**config.mk**
```make
export PLATFORM = sky130hd
export DESIGN_NAME = modulo_updown_counter
export DESIGN_NICKNAME = d
export VERILOG_FILES = /design/src/rtl/modulo_updown_counter.sv
export SDC_FILE = /design/constraint.sdc
export NUM_CORES = 1
export LEC_CHECK = 0
export ABC_CLOCK_PERIOD_IN_PS = 1600
export BUFFER_PORTS_ARGS = -buffer_cell sky130_fd_sc_hd__clkbuf_2
export CORE_MARGIN = 4
export CORE_UTILIZATION = 32
export CTS_CLUSTER_DIAMETER = 100
export CTS_CLUSTER_SIZE = 14
export DETAILED_ROUTE_END_ITERATION = 12
export SYNTH_ARGS = -nofsm -noshare
export SYNTH_HDL_FRONTEND = slang
export SYNTH_SLANG_ARGS = --single-unit
```
**constraint.sdc**
```tcl
create_clock -name clk -period 1.6 [get_ports clk]
set_input_delay 0.08 -clock clk [delete_from_list [all_inputs] [get_ports clk]]
set_output_delay 0.08 -clock clk [all_outputs]
set_load 0.01 [all_outputs]
```
**src/rtl/modulo_updown_counter.sv**
```systemverilog
// -----------------------------------------------------------------------------
// modulo_updown_counter
//
// Purpose:
//   An up/down counter with a programmable modulus (MAX_VAL+1). It can either
//   wrap or saturate at the bounds. An enable prescaler sets how many enabled
//   cycles make up one count step. A registered terminal-count pulse (tc) is
//   raised for one cycle after any step taken at a bound.
//
// Parameters:
//   WIDTH     counter width in bits (>=1)
//   MAX_VAL   highest count value, 1 <= MAX_VAL <= 2**WIDTH-1
//   PRESCALE  enabled cycles per count step (>=1)
//   SATURATE  0: wrap at the bounds, 1: hold at the bounds
//
// Ports:
//   clk      in   1      rising-edge clock
//   rst      in   1      asynchronous reset, active-high
//   load     in   1      synchronous load of cnt_in (clamped to MAX_VAL)
//   enable   in   1      count enable; gates the prescaler
//   up_dn    in   1      1 = count up, 0 = count down
//   cnt_in   in   WIDTH  load value
//   cnt_out  out  WIDTH  current count, registered
//   tc       out  1      registered pulse after a step taken at a bound
//   at_max   out  1      cnt_out == MAX_VAL
//   at_min   out  1      cnt_out == 0
// -----------------------------------------------------------------------------
module modulo_updown_counter #(
  parameter int WIDTH    = 5,
  parameter int MAX_VAL  = 2**WIDTH - 1,
  parameter int PRESCALE = 1,
  parameter int SATURATE = 0
) (
  input  logic             clk,
  input  logic             rst,
  input  logic             load,
  input  logic             enable,
  input  logic             up_dn,
  input  logic [WIDTH-1:0] cnt_in,
  output logic [WIDTH-1:0] cnt_out,
  output logic             tc,
  output logic             at_max,
  output logic             at_min
);

  // The prescaler is always at least one bit wide. With PRESCALE=1 its last
  // phase is 0, so every enabled cycle is a step.
  localparam int               PS_W    = (PRESCALE > 1) ? $clog2(PRESCALE) : 1;
  localparam logic [WIDTH-1:0] MAX_V   = WIDTH'(MAX_VAL);
  localparam logic [PS_W-1:0]  PS_LAST = PS_W'(PRESCALE - 1);

  logic [WIDTH-1:0] r_cnt;
  logic [PS_W-1:0]  r_ps;
  logic             r_tc;

  logic             w_step;
  logic             w_bound;
  logic [WIDTH-1:0] w_cnt_step;
  logic [WIDTH-1:0] w_load_val;

  assign w_step     = enable && (r_ps == PS_LAST);
  // Values above MAX_VAL would fall outside the modulus, so they are clamped.
  assign w_load_val = (cnt_in > MAX_V) ? MAX_V : cnt_in;

  // Next count for a step. All arithmetic stays within 0..MAX_VAL. It never
  // relies on the natural 2**WIDTH rollover.
  always_comb begin
    // NOTE: every output of this block gets a default first. Otherwise a
    // branch that skips an assignment would infer a latch.
    w_cnt_step = r_cnt;
    w_bound    = 1'b0;
    if (up_dn) begin
      if (r_cnt == MAX_V) begin
        w_bound    = 1'b1;
        w_cnt_step = (SATURATE != 0) ? MAX_V : '0;
      end else begin
        w_cnt_step = r_cnt + 1'b1;
      end
    end else begin
      if (r_cnt == '0) begin
        w_bound    = 1'b1;
        w_cnt_step = (SATURATE != 0) ? '0 : MAX_V;
      end else begin
        w_cnt_step = r_cnt - 1'b1;
      end
    end
  end

  // Priority on each edge: rst > load > enable > hold. tc defaults low on
  // every non-reset edge. It is raised only by a step taken at a bound.
  always_ff @(posedge clk or posedge rst) begin
    if (rst) begin
      // NOTE: sequential state uses non-blocking assignments only. Every
      // register then samples pre-edge values, independent of statement order.
      r_cnt <= '0;
      r_ps  <= '0;
      r_tc  <= 1'b0;
    end else if (load) begin
      r_cnt <= w_load_val;
      r_ps  <= '0;
      r_tc  <= 1'b0;
    end else if (enable) begin
      if (w_step) begin
        r_cnt <= w_cnt_step;
        r_ps  <= '0;
        r_tc  <= w_bound;
      end else begin
        r_ps  <= r_ps + 1'b1;
        r_tc  <= 1'b0;
      end
    end else begin
      r_tc  <= 1'b0;
    end
  end

  assign cnt_out = r_cnt;
  assign tc      = r_tc;
  assign at_max  = (r_cnt == MAX_V);
  assign at_min  = (r_cnt == '0);

endmodule

```
==> results of run 1 <==
## stage by stage
step | utilization [%] | total power, uW | hold WS (ns) | setup WS, ns
2_1_floorplan | - | 360 | -0.117 | -0.00808
3_3_place_gp | 48.9 | 455 | 0.00620 | -0.0873
3_5_place_dp | 48.9 | 460 | 0.0141 | -0.0853
4_1_cts | 52.7 | 641 | 0.00418 | -0.0705
5_1_grt | 54.2 | 698 | 0.00731 | -0.147
6_report | 54.2 | 650 | 0.0123 | -0.0670
## routing by layer
layer | track usage [%] | wire [um]
met5 | 0 | 0
met4 | 4.15 | 11
met3 | 3.55 | 93
met2 | 23.5 | 809
met1 | 18.4 | 743
## cells in the mapped netlist
| master | n | area share [%] |
|---|---|---|
| a41o_2 | 1 | 2.0 |
| a221o_1 | 1 | 1.8 |
| buf_2 | 2 | 1.8 |
| a2111oi_0 | 1 | 1.5 |
| o311a_1 | 1 | 1.8 |
| inv_1 | 5 | 3.3 |
| o21ai_1 | 1 | 0.88 |
| nor2_1 | 7 | 4.6 |
| nand3b_1 | 1 | 1.3 |
| clkbuf_1 | 1 | 0.66 |
| o31ai_2 | 1 | 2.2 |
| or3b_4 | 1 | 2.0 |
| dfrtp_1 | 7 | 31 |
| nand2_1 | 4 | 2.6 |
| nor2b_1 | 3 | 3.3 |
| nor3_4 | 1 | 2.9 |
| nor3_2 | 1 | 1.8 |
| a21o_2 | 1 | 1.5 |
| o31ai_1 | 1 | 1.3 |
| nor3_1 | 1 | 0.88 |
| o21ai_0 | 4 | 3.5 |
| ha_1 | 4 | 8.8 |
| nand3_1 | 3 | 2.6 |
| and3_2 | 1 | 1.3 |
| a21oi_1 | 6 | 5.3 |
| o31a_2 | 1 | 1.8 |
| nand2b_1 | 1 | 1.1 |
| nor3b_1 | 3 | 4.0 |
| a22oi_1 | 1 | 1.3 |
| or4_1 | 1 | 1.3 |
## power groups by stage
| stage | Sequential (uW) | Combinational [uW] | Clock [uW] |
|---|---|---|---|
| after floorplan | 240 | 120 | 0 |
| after global placement | 224 | 231 | 0 |
| after detailed placement | 225 | 235 | 0 |
| after CTS | 221 | 253 | 166 |
| after global routing | 225 | 292 | 181 |
| final | 221 | 265 | 164 |
## cell usage in the layout, fill, tap and decap left out
master,n
o31ai_2,1
a21oi_1,5
a41o_2,1
nand3b_1,1
o21ai_0,3
inv_2,2
ha_2,1
clkbuf_1,1
o31ai_1,1
o21ai_1,2
nor3_1,1
a21oi_2,1
nor2_1,7
clkbuf_2,17
nor3b_1,2
a22oi_2,1
dfrtp_2,2
o31a_2,1
a2111oi_0,1
nand2b_1,1
nand3_1,3
nand2_1,4
nor3_2,1
ha_4,3
and3_4,1
clkbuf_4,3
nor2b_1,2
nor3b_2,1
nor2b_4,1
o311a_1,1
a221o_1,1
buf_4,12
dlygate4sd3_1,1
inv_1,3
dfrtp_1,5
or4_1,1
or3b_4,1
nor3_4,1
a21o_2,1
## worst paths after layout
check,start,endpoint,slack (ns),cells after the start
setup / recovery,cnt_out[1],cnt_out[0],-0.07,6
hold / removal,enable,r_ps,0.01,2
setup reg to reg,cnt_out[1],cnt_out[0],-0.07,6
hold reg to reg,r_ps,r_ps,0.56,1
max in group asynchronous,rst,cnt_out[0],1.06,3
min in group asynchronous,rst,cnt_out[2],0.29,3
## flip-flops by register name, summed over array words and instances, names as in the netlist
register	count
cnt_out	5
r_ps	1
tc	1
## final cells by class
| class | instances | area [sq um] | share of cell area (%) |
|---|---|---|---|
| clock buffers | 4 | 26.3 | 3.04 |
| repair buffers | 30 | 185 | 21.4 |
| inverters | 5 | 18.8 | 2.17 |
| flip-flops and latches | 7 | 178 | 20.6 |
| well taps | 24 | 30.0 | 3.48 |
| multi-input cells | 52 | 425 | 49.3 |
## what timing repair did
item / CTS / global route
hold buffers: 1 / 0
gates resized for setup: 1 / 3
setup buffers: 3 / 1
endpoints found under the setup margin: 8 / 8
hold endpoints to repair: 7 / 0
pin swaps: 3 / 3
## worst reg2reg max path, stage by stage (launching register included)
cell     delay, ns
dfrtp_2       0.43
inv_2         0.08
ha_4          0.12
or3b_4        0.40
nor3_4        0.29
nor3_2        0.07
o31ai_2       0.17
## logic make-up after synthesis
| group | count (synthesis) | synth area share [%] |
|---|---|---|
| simple gates | 28 | 29.7 |
| compound gates | 20 | 24.9 |
| buf+inv | 8 | 5.73 |
| flops | 7 | 30.8 |
| fa+ha+maj | 4 | 8.81 |
==> impl_results.md, run 1 <==
* Final wirelength at ~1.7 mm
* Period utilization at 104%
* FILL cells at 156
* Max FO, Critical Path at 5
* Sequential share of power at between 30% and 40%
* Final setup viols at 8
* RD Place Congestion at 0.799
* Die Wd at about 50 um
* Worst VDD drop at roughly 0.00053 V
* CP bufs+invs at 1
* Initial Utilization at 35.6%
* Clock share of power at between 20% and 30%
* DP Area at between 700 and 800 sq um
* Hold Violations, Final at 0
* Die Y at roughly 50 um
* N_diodes at 0
* Die area at 2510 sq um
* Initial drt markers at 15
* Power Internal at roughly 430 uW
* Status: finished, violations left
* Sw Ratio at between 30% and 40%
* Placed insts at approximately 110
* GRT Util Overall at 14.3%
* Leak pwr at about 0.00041 uW
* Clk_lat worst skew at between 0.2 and 0.3 ns
* Synth cell types at 30
* CTS Root Cell: clkbuf_4
* Global-route wire length before repair at ~2.8 mm
* CP Capture Type: flip-flop
* Final Skew at around 0.0068 ns
* F_max at roughly 0.6 GHz
* Depth of the CTS H-tree at 1
* Layout cells sized above 1 at a little over half
* Ys Warns at 0
* CTS tree: yes
* PD cells at between 700 and 800 nW/um^2
* Post-Syn Nets at 81
* Syn Area/Cell at roughly 8.5 sq um
* Tmin final at 1.67 ns
* Post-DP HPWL at 1.26 mm
* Seq cells post-synth at 7
* Largest net degree at the start of global routing at 14
* Final Net Count at between 100 and 150
* Slew of the pin with the lowest slew margin at about 0.37 ns
* Area grow syn2layout at 52.0%
* Gr ovfl total at 0
* CP top delay family: simple AND/OR/NAND/NOR gates
* Num rows at 14
* Logic pwr share at 40.8%
* Setup WS post-layout at -0.0670 ns
* CP Class: flip-flop to flip-flop
* Num CTS Buffers at 3
* Vias in the first global route at between 600 and 700
* Antenna-violating nets left at 0
* Clock-pin slew on the worst setup and hold paths at around 0.060 ns
* Setup TNS at -0.289 ns
* Residual DRC at 0
* Switch Pwr at about 220 uW
* Fin. max-slew vios at 0
* Startpoint types: flip-flop
* Final std cells w/o fill at ~120
* Signal arrival time at the worst endpoint at between 1.5 and 2 ns
* CP peak stage delay at around 0.43 ns
* Worst Path Required at around 1.8 ns
* Routed vias at about 600
* Mapped Area at about 570 sq um
* DR vias/cell at between 5 and 6
* Port Buffer Count at 17
* Maximum capacitance violations at 0
* Non-Filler Cell Area, Final at about 860 sq um
* Post-synthesis sequential area ratio at between 30% and 40%
* Top Ports at 18
* Antenna violations before repair at 0
* Max clock buf depth at 2
* CP cell instances: inv_2, ha_4, or3b_4, nor3_4, nor3_2, o31ai_2
* Num Clock Sinks at 7
* Core area at roughly 1600 sq um
* Mapped Cells at 67
* Max-Slew Margin vs Limit at 74.6%
* Avg WL per Cell at 13.6 um
* Crit-path slowest cell: dfrtp_2
* RSZ-0062 raised after global routing: true
* Failing checks: negative setup slack
* DR pass1 iterations at 4
* Worst hold path class: input port to flip-flop
No activity file was read; power rests on OpenSTA's default activity.
==> run 2: changes to the inputs <==
CELL_PAD_IN_SITES_DETAIL_PLACEMENT = 0   (was unset)
CELL_PAD_IN_SITES_GLOBAL_PLACEMENT = 1   (was unset)
CORE_UTILIZATION = 31   (was 32)
PLACE_DENSITY_LB_ADDON = 0.1   (was unset)
==> impl_results.md, run 2 (synthesis gave the netlist of run 1 again) <==
* Register-to-register setup slack at -0.08 ns
* Slew of the pin with the lowest slew margin at roughly 0.32 ns
* Num rows at 15
* CTS tree: yes
* Global-route wire length before repair at between 2 and 3 mm
* Final Net Count at around 120
* CP bufs+invs at 2
* Clk_lat worst skew at roughly 0.26 ns
* GRT Util Overall at between 10 and 15%
* Residual DRC at 0
* Initial Utilization at between 30 and 40%
* Antenna violations before repair at 0
* Crit-path slowest cell: dfrtp_2
* Routed vias at between 600 and 700
* Max clock buf depth at 2
* F_max at between 0.5 and 0.6 GHz
* PD cells at about 730 nW/um^2
* Status: finished, violations left
* Hold Worst Slack at -0.000511 ns
* Period utilization at 105%
* Post-DP HPWL at roughly 1.3 mm
* Maximum capacitance violations at 0
* Depth of the CTS H-tree at 1
* R2r worst-path depth at 7
* Largest net degree at the start of global routing at 13
* Gr ovfl total at 0
* Initial drt markers at 4
* CP endpoint: cnt_out[0]
* CP peak stage delay at roughly 0.44 ns
* Top Ports at 18
* Instance count on the critical path at 7
* Area grow syn2layout at 62.6%
* Port Buffer Count at 17
* RD Place Congestion at 0.806
* Worst Path Required at about 1.8 ns
* Vias in the first global route at approximately 650
* FILL cells at between 150 and 200
* CP Class: flip-flop to flip-flop
* N_diodes at 0
* DR pass1 iterations at 4
* Worst VDD drop at approximately 0.00042 V
* Leak pwr at between 0.0004 and 0.0005 uW
* Final Skew at slightly below 0.005 ns
* Num Clock Sinks at 7
* Num CTS Buffers at 3
* CTS Root Cell: clkbuf_4
* Total power at around 670 uW
* Signal arrival time at the worst endpoint at between 1.5 and 2 ns
* Final wirelength at around 1.6 mm
* R2R Path Start: cnt_out[1]
* Layout cells sized above 1 at ~58%
* Tmin final at roughly 1.7 ns
* R2R Path End: cnt_out[0]
* Non-Filler Cell Area, Final at approximately 900 sq um
* Post-layout util at 53.5%
* Most frequent cells in the layout: clkbuf_2, buf_4, nor2_1, dfrtp_1, nand2_1
* Commonest non-fill, non-tap cell in the layout: clkbuf_2
* Die area at 2580 sq um
* CP top delay family: simple AND/OR/NAND/NOR gates
* RSZ-0062 raised after global routing: true
* Final setup viols at 8
* Failing checks: negative hold slack, negative setup slack
* Die Wd at between 50 and 60 um
* Register Area at ~180 sq um
* Final std cells w/o fill at between 100 and 150
* CP cell instances: inv_2, ha_4, or3b_4, nor3_4, buf_6, nor3_2, o31ai_2
* DR vias/cell at between 4 and 5
* Area of the multi-input gates at about 450 sq um
* Max reg flops at 5
* Die Y at about 51 um
* DP Area at between 800 and 900 sq um
* Startpoint types: flip-flop
* Fin. max-slew vios at 0
* Max FO, Critical Path at 4
* Avg WL per Cell at around 13 um
* Placed insts at between 100 and 150
* Clock-pin slew on the worst setup and hold paths at approximately 0.06 ns
* Antenna-violating nets left at 0
* CP Capture Type: flip-flop
* Setup crit start: cnt_out[1]
* Max-Slew Margin vs Limit at between 70% and 80%
* Hold Violations, Final at 1
* Worst hold path class: input port to flip-flop
* Core area at roughly 1700 sq um
* Setup WS post-layout at -0.0765 ns
==> run 2: what timing repair did <==
| action | CTS | global route |
|---|---|---|
| setup endpoints to repair | 8 | 8 |
| gates resized for setup | 6 | 5 |
| hold buffers | 1 | 0 |
| pin swaps | 2 | 1 |
| hold endpoints to repair | 7 | 0 |
| setup buffers | 1 | 1 |
==> run 2: per-stage QoR <==
stage	TNS, ns	setup slack [ns]
2_1_floorplan	-0.0130	-0.00808
3_3_place_gp	-0.370	-0.234
3_5_place_dp	-0.389	-0.167
4_1_cts	-0.434	-0.0865
5_1_grt	-0.828	-0.147
6_report	-0.375	-0.0765
==> run 2: cell type report <==
| class | instances | area share [%] |
|---|---|---|
| Timing Repair Buffer | 34 | 23.7 |
| Multi-Input combinational cell | 52 | 48.8 |
| Sequential cell | 7 | 19.2 |
| Tap cell | 25 | 3.39 |
| Inverter | 5 | 2.03 |
| Clock buffer | 4 | 2.85 |
==> run 2: worst min-delay path by stage <==
stage                start          to  slack [ns]  depth (start not counted)
CTS                 enable        r_ps     0.00002                          2
global route        enable        r_ps        0.01                          2
finish              enable        r_ps     -0.0005                          2
floorplan              rst  cnt_out[2]       -0.12                          1
global placement       rst  cnt_out[4]        0.02                          2
detailed placement     rst  cnt_out[4]        0.02                          2
==> run 2: where the power goes <==
part / switching, uW / internal, uW
combinational: 137 / 153
sequential: 22.1 / 195
clock: 70.8 / 95.5
==> run 2: layer usage <==
layer  GRT usage [%]  share of wire, %  vias to the layer above
met2            23.9                49                       15
li1                -                 -                      313
met3            2.37               3.6                        5
met4            9.42               2.5                        0
met5               0                 0                        -
met1            17.7                45                      287
